**config.mk**
```make
export PLATFORM = sky130hd
export DESIGN_NAME = uart_rx_core
export DESIGN_NICKNAME = d
export VERILOG_FILES = /design/src/rtl/uart_pkg.sv /design/src/rtl/uart_rx_fifo.sv /design/src/rtl/uart_rx_core.sv
export SDC_FILE = /design/constraint.sdc
export NUM_CORES = 1
export LEC_CHECK = 0
export BUFFER_PORTS_ARGS = -buffer_cell sky130_fd_sc_hd__buf_2
export CAP_MARGIN = 10
export CORE_MARGIN = 2
export CORE_UTILIZATION = 53
export DETAILED_ROUTE_END_ITERATION = 10
export PLACE_DENSITY = 0.75
export SYNTH_ARGS = -nofsm -noshare
export SYNTH_HDL_FRONTEND = slang
export SYNTH_SLANG_ARGS = --single-unit
```
**constraint.sdc**
```tcl
create_clock -name i_rxclk -period 1.95 [get_ports i_rxclk]
set_clock_uncertainty 0.2 [all_clocks]
set_input_delay 0.2925 -clock i_rxclk [delete_from_list [all_inputs] [get_ports i_rxclk]]
set_output_delay 0.2925 -clock i_rxclk [all_outputs]
set_load 0.02 [all_outputs]
```
**src/rtl/uart_pkg.sv**
```systemverilog
// uart_pkg: types and constants shared by the UART receiver and transmitter.
// Latency: n/a (declarations only).
// Backpressure: n/a.
package uart_pkg;

    typedef enum logic [2:0] {
        IDLE,
        START,
        DATA,
        PARITY,
        STOP
    } rx_state_t;

    localparam int PAR_NONE = 0;
    localparam int PAR_ODD  = 1;
    localparam int PAR_EVEN = 2;

    // XOR over data bits plus parity bit that a correctly formed frame yields
    function automatic logic par_target(input int parity);
        return (parity == PAR_ODD);
    endfunction

endpackage

```
**src/rtl/uart_rx_fifo.sv**
```systemverilog
// uart_rx_fifo: small synchronous FIFO holding received words for the host.
// Latency: push visible at head one cycle later; head shows next entry one cycle after a pop.
// Backpressure: push when full is dropped unless a pop happens in the same cycle.
module uart_rx_fifo #(
    parameter int WIDTH = 10,
    parameter int DEPTH = 4
) (
    input  logic             i_clk,
    input  logic             i_rst,
    input  logic             i_push,
    input  logic [WIDTH-1:0] i_push_dat,
    input  logic             i_pop,
    output logic [WIDTH-1:0] o_head,
    output logic             o_full,
    output logic             o_empty
);

    localparam int AW = $clog2(DEPTH);

    logic [WIDTH-1:0] r_mem [DEPTH];
    logic [AW-1:0]    r_wr_ptr;
    logic [AW-1:0]    r_rd_ptr;
    logic [AW:0]      r_count;
    logic             w_do_push;
    logic             w_do_pop;

    assign o_full    = (r_count == (AW+1)'(DEPTH));
    assign o_empty   = (r_count == '0);
    assign w_do_pop  = i_pop & ~o_empty;
    assign w_do_push = i_push & (~o_full | w_do_pop);
    assign o_head    = r_mem[r_rd_ptr];

    // storage, pointers and occupancy; pointers wrap naturally since DEPTH is a power of 2
    always_ff @(posedge i_clk or posedge i_rst) begin
        if (i_rst) begin
            r_wr_ptr <= '0;
            r_rd_ptr <= '0;
            r_count  <= '0;
            for (int i = 0; i < DEPTH; i++) begin
                r_mem[i] <= '0;
            end
        end else begin
            if (w_do_push) begin
                r_mem[r_wr_ptr] <= i_push_dat;
                r_wr_ptr        <= r_wr_ptr + 1'b1;
            end
            if (w_do_pop) begin
                r_rd_ptr <= r_rd_ptr + 1'b1;
            end
            if (w_do_push && !w_do_pop) begin
                r_count <= r_count + 1'b1;
            end else if (!w_do_push && w_do_pop) begin
                r_count <= r_count - 1'b1;
            end
        end
    end

endmodule

```
**src/rtl/uart_rx_core.sv**
```systemverilog
// uart_rx_core: oversampling UART receiver, configurable data width, parity and stop bits.
// Latency: word and flags appear on the rxclk edge closing the tick that samples the last stop bit.
// Backpressure: none toward the line; host acks with rdy_clr, unread words are dropped and flag overrun.
// Optional macro UART_RX_FIFO_EN: buffer FIFO_DEPTH words in uart_rx_fifo instead of one register.
module uart_rx_core #(
    parameter int DATA_BITS  = 8,
    parameter int OVERSAMPLE = 16,
    parameter int PARITY     = 0,
    parameter int STOP_BITS  = 1,
    parameter int FIFO_DEPTH = 4
) (
    input  logic                 i_rxclk,
    input  logic                 i_rst,
    input  logic                 i_rxclken,
    input  logic                 i_rx,
    input  logic                 i_rdy_clr,
    output logic [DATA_BITS-1:0] o_dout,
    output logic                 o_rdy,
    output logic                 o_frame_err,
    output logic                 o_parity_err,
    output logic                 o_overrun
);
    import uart_pkg::*;

    localparam int               CNT_W      = $clog2(OVERSAMPLE);
    localparam logic [CNT_W-1:0] CNT_MID    = CNT_W'(OVERSAMPLE / 2 - 1);
    localparam logic [CNT_W-1:0] CNT_LAST   = CNT_W'(OVERSAMPLE - 1);
    localparam logic [3:0]       DATA_LAST  = 4'(DATA_BITS - 1);
    localparam logic [3:0]       STOP_LAST  = 4'(STOP_BITS - 1);
    localparam logic             PAR_TARGET = par_target(PARITY);

    if (DATA_BITS < 5 || DATA_BITS > 9) begin : g_bad_data_bits
        $error("uart_rx_core: DATA_BITS must be 5..9");
    end
    if (OVERSAMPLE < 8 || (OVERSAMPLE % 2) != 0) begin : g_bad_oversample
        $error("uart_rx_core: OVERSAMPLE must be even and >= 8");
    end
    if (PARITY != PAR_NONE && PARITY != PAR_ODD && PARITY != PAR_EVEN) begin : g_bad_parity
        $error("uart_rx_core: PARITY must be 0, 1 or 2");
    end
    if (STOP_BITS != 1 && STOP_BITS != 2) begin : g_bad_stop_bits
        $error("uart_rx_core: STOP_BITS must be 1 or 2");
    end
    if (FIFO_DEPTH < 2 || (FIFO_DEPTH & (FIFO_DEPTH - 1)) != 0) begin : g_bad_fifo_depth
        $error("uart_rx_core: FIFO_DEPTH must be a power of 2, >= 2");
    end

    logic                 r_rx_meta;
    logic                 r_rx_sync;
    rx_state_t            r_state;
    rx_state_t            w_state_nxt;
    logic [CNT_W-1:0]     r_cnt;
    logic [CNT_W-1:0]     w_cnt_nxt;
    logic [3:0]           r_bit_cnt;
    logic [3:0]           w_bit_cnt_nxt;
    logic [DATA_BITS-1:0] r_shift;
    logic [DATA_BITS-1:0] w_shift_nxt;
    logic                 r_perr;
    logic                 w_perr_nxt;
    logic                 r_ferr;
    logic                 w_ferr_nxt;
    logic                 r_armed;
    logic                 w_armed_nxt;
    logic                 w_commit;
    logic                 w_commit_ferr;

    // two-flop synchroniser for the asynchronous rx pad; idles high
    always_ff @(posedge i_rxclk or posedge i_rst) begin
        if (i_rst) begin
            r_rx_meta <= 1'b1;
            r_rx_sync <= 1'b1;
        end else begin
            r_rx_meta <= i_rx;
            r_rx_sync <= r_rx_meta;
        end
    end

    // frame FSM state, sample counter, shifter and per-frame error flags
    always_ff @(posedge i_rxclk or posedge i_rst) begin
        if (i_rst) begin
            r_state   <= IDLE;
            r_cnt     <= '0;
            r_bit_cnt <= '0;
            r_shift   <= '0;
            r_perr    <= 1'b0;
            r_ferr    <= 1'b0;
            r_armed   <= 1'b0;
        end else begin
            r_state   <= w_state_nxt;
            r_cnt     <= w_cnt_nxt;
            r_bit_cnt <= w_bit_cnt_nxt;
            r_shift   <= w_shift_nxt;
            r_perr    <= w_perr_nxt;
            r_ferr    <= w_ferr_nxt;
            r_armed   <= w_armed_nxt;
        end
    end

    // next-state logic; everything advances only on baud ticks. r_armed blocks a new
    // start until the line has been seen high, so a held break yields a single word.
    always_comb begin
        w_state_nxt   = r_state;
        w_cnt_nxt     = r_cnt;
        w_bit_cnt_nxt = r_bit_cnt;
        w_shift_nxt   = r_shift;
        w_perr_nxt    = r_perr;
        w_ferr_nxt    = r_ferr;
        w_armed_nxt   = r_armed;
        w_commit      = 1'b0;
        w_commit_ferr = r_ferr;
        if (i_rxclken) begin
            unique case (r_state)
                IDLE: begin
                    if (r_rx_sync) begin
                        w_armed_nxt = 1'b1;
                    end else if (r_armed) begin
                        w_state_nxt = START;
                        w_cnt_nxt   = '0;
                        w_armed_nxt = 1'b0;
                    end
                end
                START: begin
                    if (r_cnt == CNT_MID) begin
                        if (r_rx_sync) begin
                            // too short to be a start bit; line is high again
                            w_state_nxt = IDLE;
                            w_armed_nxt = 1'b1;
                        end else begin
                            w_state_nxt   = DATA;
                            w_cnt_nxt     = '0;
                            w_bit_cnt_nxt = '0;
                            w_perr_nxt    = 1'b0;
                            w_ferr_nxt    = 1'b0;
                        end
                    end else begin
                        w_cnt_nxt = r_cnt + 1'b1;
                    end
                end
                DATA: begin
                    if (r_cnt == CNT_LAST) begin
                        w_cnt_nxt   = '0;
                        w_shift_nxt = {r_rx_sync, r_shift[DATA_BITS-1:1]};
                        if (r_bit_cnt == DATA_LAST) begin
                            w_bit_cnt_nxt = '0;
                            w_state_nxt   = (PARITY != PAR_NONE) ? uart_pkg::PARITY : STOP;
                        end else begin
                            w_bit_cnt_nxt = r_bit_cnt + 1'b1;
                        end
                    end else begin
                        w_cnt_nxt = r_cnt + 1'b1;
                    end
                end
                uart_pkg::PARITY: begin
                    if (r_cnt == CNT_LAST) begin
                        w_cnt_nxt   = '0;
                        w_perr_nxt  = (((^r_shift) ^ r_rx_sync) != PAR_TARGET);
                        w_state_nxt = STOP;
                    end else begin
                        w_cnt_nxt = r_cnt + 1'b1;
                    end
                end
                STOP: begin
                    if (r_cnt == CNT_LAST) begin
                        w_cnt_nxt     = '0;
                        w_commit_ferr = r_ferr | ~r_rx_sync;
                        w_ferr_nxt    = w_commit_ferr;
                        if (r_bit_cnt == STOP_LAST) begin
                            w_bit_cnt_nxt = '0;
                            w_commit      = 1'b1;
                            w_state_nxt   = IDLE;
                            w_armed_nxt   = ~w_commit_ferr;
                        end else begin
                            w_bit_cnt_nxt = r_bit_cnt + 1'b1;
                        end
                    end else begin
                        w_cnt_nxt = r_cnt + 1'b1;
                    end
                end
                default: begin
                    w_state_nxt = IDLE;
                end
            endcase
        end
    end

`ifdef UART_RX_FIFO_EN
    localparam int ENT_W = DATA_BITS + 2;

    logic [ENT_W-1:0] w_head;
    logic             w_full;
    logic             w_empty;
    logic             w_pop;
    logic             r_overrun;

    assign w_pop = i_rdy_clr & ~w_empty;

    uart_rx_fifo #(
        .WIDTH (ENT_W),
        .DEPTH (FIFO_DEPTH)
    ) u_fifo (
        .i_clk      (i_rxclk),
        .i_rst      (i_rst),
        .i_push     (w_commit),
        .i_push_dat ({r_perr, w_commit_ferr, r_shift}),
        .i_pop      (w_pop),
        .o_head     (w_head),
        .o_full     (w_full),
        .o_empty    (w_empty)
    );

    // sticky overrun: set when a word meets a full FIFO with no pop, cleared by any pop
    always_ff @(posedge i_rxclk or posedge i_rst) begin
        if (i_rst) begin
            r_overrun <= 1'b0;
        end else if (w_pop) begin
            r_overrun <= 1'b0;
        end else if (w_commit && w_full) begin
            r_overrun <= 1'b1;
        end
    end

    assign o_dout       = w_head[DATA_BITS-1:0];
    assign o_frame_err  = w_head[DATA_BITS];
    assign o_parity_err = w_head[DATA_BITS+1];
    assign o_rdy        = ~w_empty;
    assign o_overrun    = r_overrun;
`else
    logic [DATA_BITS-1:0] r_dout;
    logic                 r_rdy;
    logic                 r_frame_err;
    logic                 r_parity_err;
    logic                 r_overrun;

    // single holding register; an ack in the commit cycle frees it for the new word
    always_ff @(posedge i_rxclk or posedge i_rst) begin
        if (i_rst) begin
            r_dout       <= '0;
            r_rdy        <= 1'b0;
            r_frame_err  <= 1'b0;
            r_parity_err <= 1'b0;
            r_overrun    <= 1'b0;
        end else if (w_commit && (!r_rdy || i_rdy_clr)) begin
            r_dout       <= r_shift;
            r_frame_err  <= w_commit_ferr;
            r_parity_err <= r_perr;
            r_rdy        <= 1'b1;
            if (r_rdy && i_rdy_clr) begin
                r_overrun <= 1'b0;
            end
        end else if (w_commit) begin
            r_overrun <= 1'b1;
        end else if (i_rdy_clr && r_rdy) begin
            r_rdy     <= 1'b0;
            r_overrun <= 1'b0;
        end
    end

    assign o_dout       = r_dout;
    assign o_frame_err  = r_frame_err;
    assign o_parity_err = r_parity_err;
    assign o_rdy        = r_rdy;
    assign o_overrun    = r_overrun;
`endif

endmodule

```
==> results.cfg <==
[synth]
async_reset_ff_share_pct = 100
synth_edf_count = 0
synth_nets = 167
synth_flop_cell = dfrtp_1
synth_seq_area_share_pct = 47.8
ys_seq_elements = 36
ys_types = 50
syn_avg_cell_area_um2 = 11.9
yosys_warnings = 0
syn_inst = 159
syn_area_mm2 = 0.00189

[critical_path]
cpMaxStageDelayCell = dfrtp_1
cp_top_family = compound AO/OA/AOI/OAI gates
rrSetupSlack_ns = -0.18
crit_type = reg2reg
startpoint_type = register
path_cells = inv_2, ha_4, or3b_4, a22oi_2, o2111ai_2, mux2_4
worst-path-buf-inv = 1
arrival_ns = 2.18
crit_required_ns = 2.00
endpoint_kind = register
crit_fanout = 3
cpPeakStageDelay_ns = 0.42

[power]
power_mw = 2.84
p_leak_nw = 1.29
p_per_area_mw_per_mm2 = 1130
ir_worst_vdd_uv = 681

[sta]
clock.fmax_mhz = 469
hold_viol = 0
layout_setup_ws_ns = -0.180
worst_slew_margin_rel_pct = 70.2
setup_violations = 23
finalSetupTns_ns = -1.85
period_minus_slack_ns = 2.13
fin_crit_sh_pct = 109
worst_pin_slew_ns = 0.447
rsz0062_at_grt = yes
slew_violations = 0

[min_path]
min_path_type = reg2reg

[clocking]
cts.htree.levels = 2
numCtsBuffers = 5
cts_buffer_depth = 2
cts_tree = yes
clk_pin_slew_ns = 0.11
insertion_delay_ns = 0.36
cts_sinks = 36
clock-root-buffer = clkbuf_4

[global_routing]
grt_antenna_before_repair = 0
grt_remaining_overflow = 0
grt_usage_pct = 22.3
grt_pass1_wl_um = 6850
grt_max_degree = 37
grt_pass1_vias = 1475

[die]
fp-row-count = 21
coreArea_mm2 = 0.00339
start_util_pct = 55.7
ioPinCount = 17
die_area_mm2 = 0.00406
die-height_um = 63.7
dieWidth_um = 63.7

[placement]
dp_slack_ns = -0.123
io_buffers = 16
dp_hpwl_um = 2790
gp_congestion = 0.936

[routing]
wl_per_cell_um = 16.1
drtIter0Drc = 64
firstDrtPassIters = 4
vias = 1477
viasPerCell = 5.57
remaining_drc_errors = 0
wirelength_um = 4270
ant_nets = 0

[flow_run]
cap_viol_max_count = 0

[final_layout]
final_nets = 226
syn_to_final_growth_pct = 32.4
utilization_pct = 73.8
n_antenna_cell = 0
drive_gt1_share_pct = 46.6

[run_status]
status = complete, but fails checks
failed_checks = setup timing
==> layout by cell type, fill, tap and decap left out, types with 3 or more instances in the layout <==
master	instances
nor2b_1	4
inv_1	7
dfrtp_1	32
xor2_1	3
mux2_4	11
nand2_1	8
clkbuf_4	5
xnor2_1	8
nor2_1	4
buf_2	16
o21ai_1	4
buf_4	36
nand3_1	3
mux2i_1	4
a21oi_1	5
nor3b_2	3
mux2_1	8
dlygate4sd3_1	3
nand3b_1	3
==> metal layers <==
metal	global-route usage, %	up-vias	share of wire [%]
met2	38.6	32	53
met1	26.7	749	42
met3	5.36	10	3.2
met4	8.70	0	2.5
li1	-	686	-
met5	0	-	0
==> layout make-up <==
class / count / area, µm²
Clock buffer: 5 / 37.5
Clock inverter: 3 / 42.5
Fill cell: 229 / 888
Inverter: 9 / 33.8
Multi-Input combinational cell: 109 / 1010
Sequential cell: 36 / 906
Tap cell: 46 / 57.6
Timing Repair Buffer: 57 / 413
==> cells by family (layout without fill, tap and decap cells) <==
family	after synthesis	count (layout)	synth area share, %
flops	36	36	47.8
simple gates	42	42	14.2
mux	24	24	15.8
compound gates	29	29	12.0
fa+ha+maj	3	3	1.99
buf+inv	14	74	3.11
xor+xnor	11	11	5.10
==> cells in the mapped netlist (2+ instances only) <==
cell,number,area share [%]
o21ai_0,2,0.53
nor2_1,5,0.99
nor3b_1,2,0.79
nand4b_1,2,0.93
mux2i_1,4,2.1
o21ai_1,2,0.53
xnor2_1,8,3.7
and3_1,2,0.66
ha_1,3,2.0
buf_2,5,1.3
o21a_1,2,0.79
dfrtp_1,34,45
a21oi_1,6,1.6
mux2_1,10,6.0
o211ai_2,2,1.3
inv_1,9,1.8
nor2b_1,4,1.3
dfstp_2,2,2.8
mux2_4,9,7.2
nand2_1,8,1.6
nand3_1,4,1.1
a22o_1,2,0.93
nand3b_1,3,1.2
xor2_1,3,1.4
==> stage by stage <==
stage	instance area (µm²)	std cells	hold slack, ns
5_1_grt	2500	265	0.167
3_5_place_dp	2250	247	0.147
2_1_floorplan	1890	159	0.0970
3_3_place_gp	2250	247	0.147
4_1_cts	2380	260	0.148
6_report	2500	265	0.162
==> repair_timing <==
item | in CTS | in global routing
cloned | 0 | 0
pin swaps | 1 | 7
endpoints found under the hold margin | 36 | 0
resized for setup | 3 | 19
setup endpoints to repair | 14 | 32
hold buffers | 3 | 0
setup buffers | 2 | 5
==> flip-flops by register name, summed over array words and instances (netlist names) <==
| register | count |
|---|---|
| o_dout | 8 |
| r_shift | 8 |
| r_bit_cnt | 4 |
| r_cnt | 4 |
| r_state | 3 |
| o_frame_err | 1 |
| o_overrun | 1 |
| o_parity_err | 1 |
| o_rdy | 1 |
| r_armed | 1 |
| r_ferr | 1 |
| r_perr | 1 |
| r_rx_meta | 1 |
| r_rx_sync | 1 |
==> worst reg2reg max path: stages, from the launching register on <==
cell,delay [ns]
dfrtp_1,0.42
inv_2,0.09
ha_4,0.11
or3b_4,0.40
a22oi_2,0.24
o2111ai_2,0.21
mux2_4,0.34
==> path summary, 6_finish.rpt <==
path / from / end / cells past startpoint
max: r_bit_cnt[0] / r_state[2] / 6
min: r_rx_meta / r_rx_sync / 0
max reg2reg: r_bit_cnt[0] / r_state[2] / 6
min reg2reg: r_rx_meta / r_rx_sync / 0
max in group asynchronous: i_rst / r_rx_meta / 4
min in group asynchronous: i_rst / o_parity_err / 4
==> power breakdown <==
part           total (mW)  internal, mW  switching, mW
clock               0.541         0.267          0.274
sequential          0.958         0.861         0.0976
combinational        1.34         0.705          0.632
(Power assumes the default switching activity.)
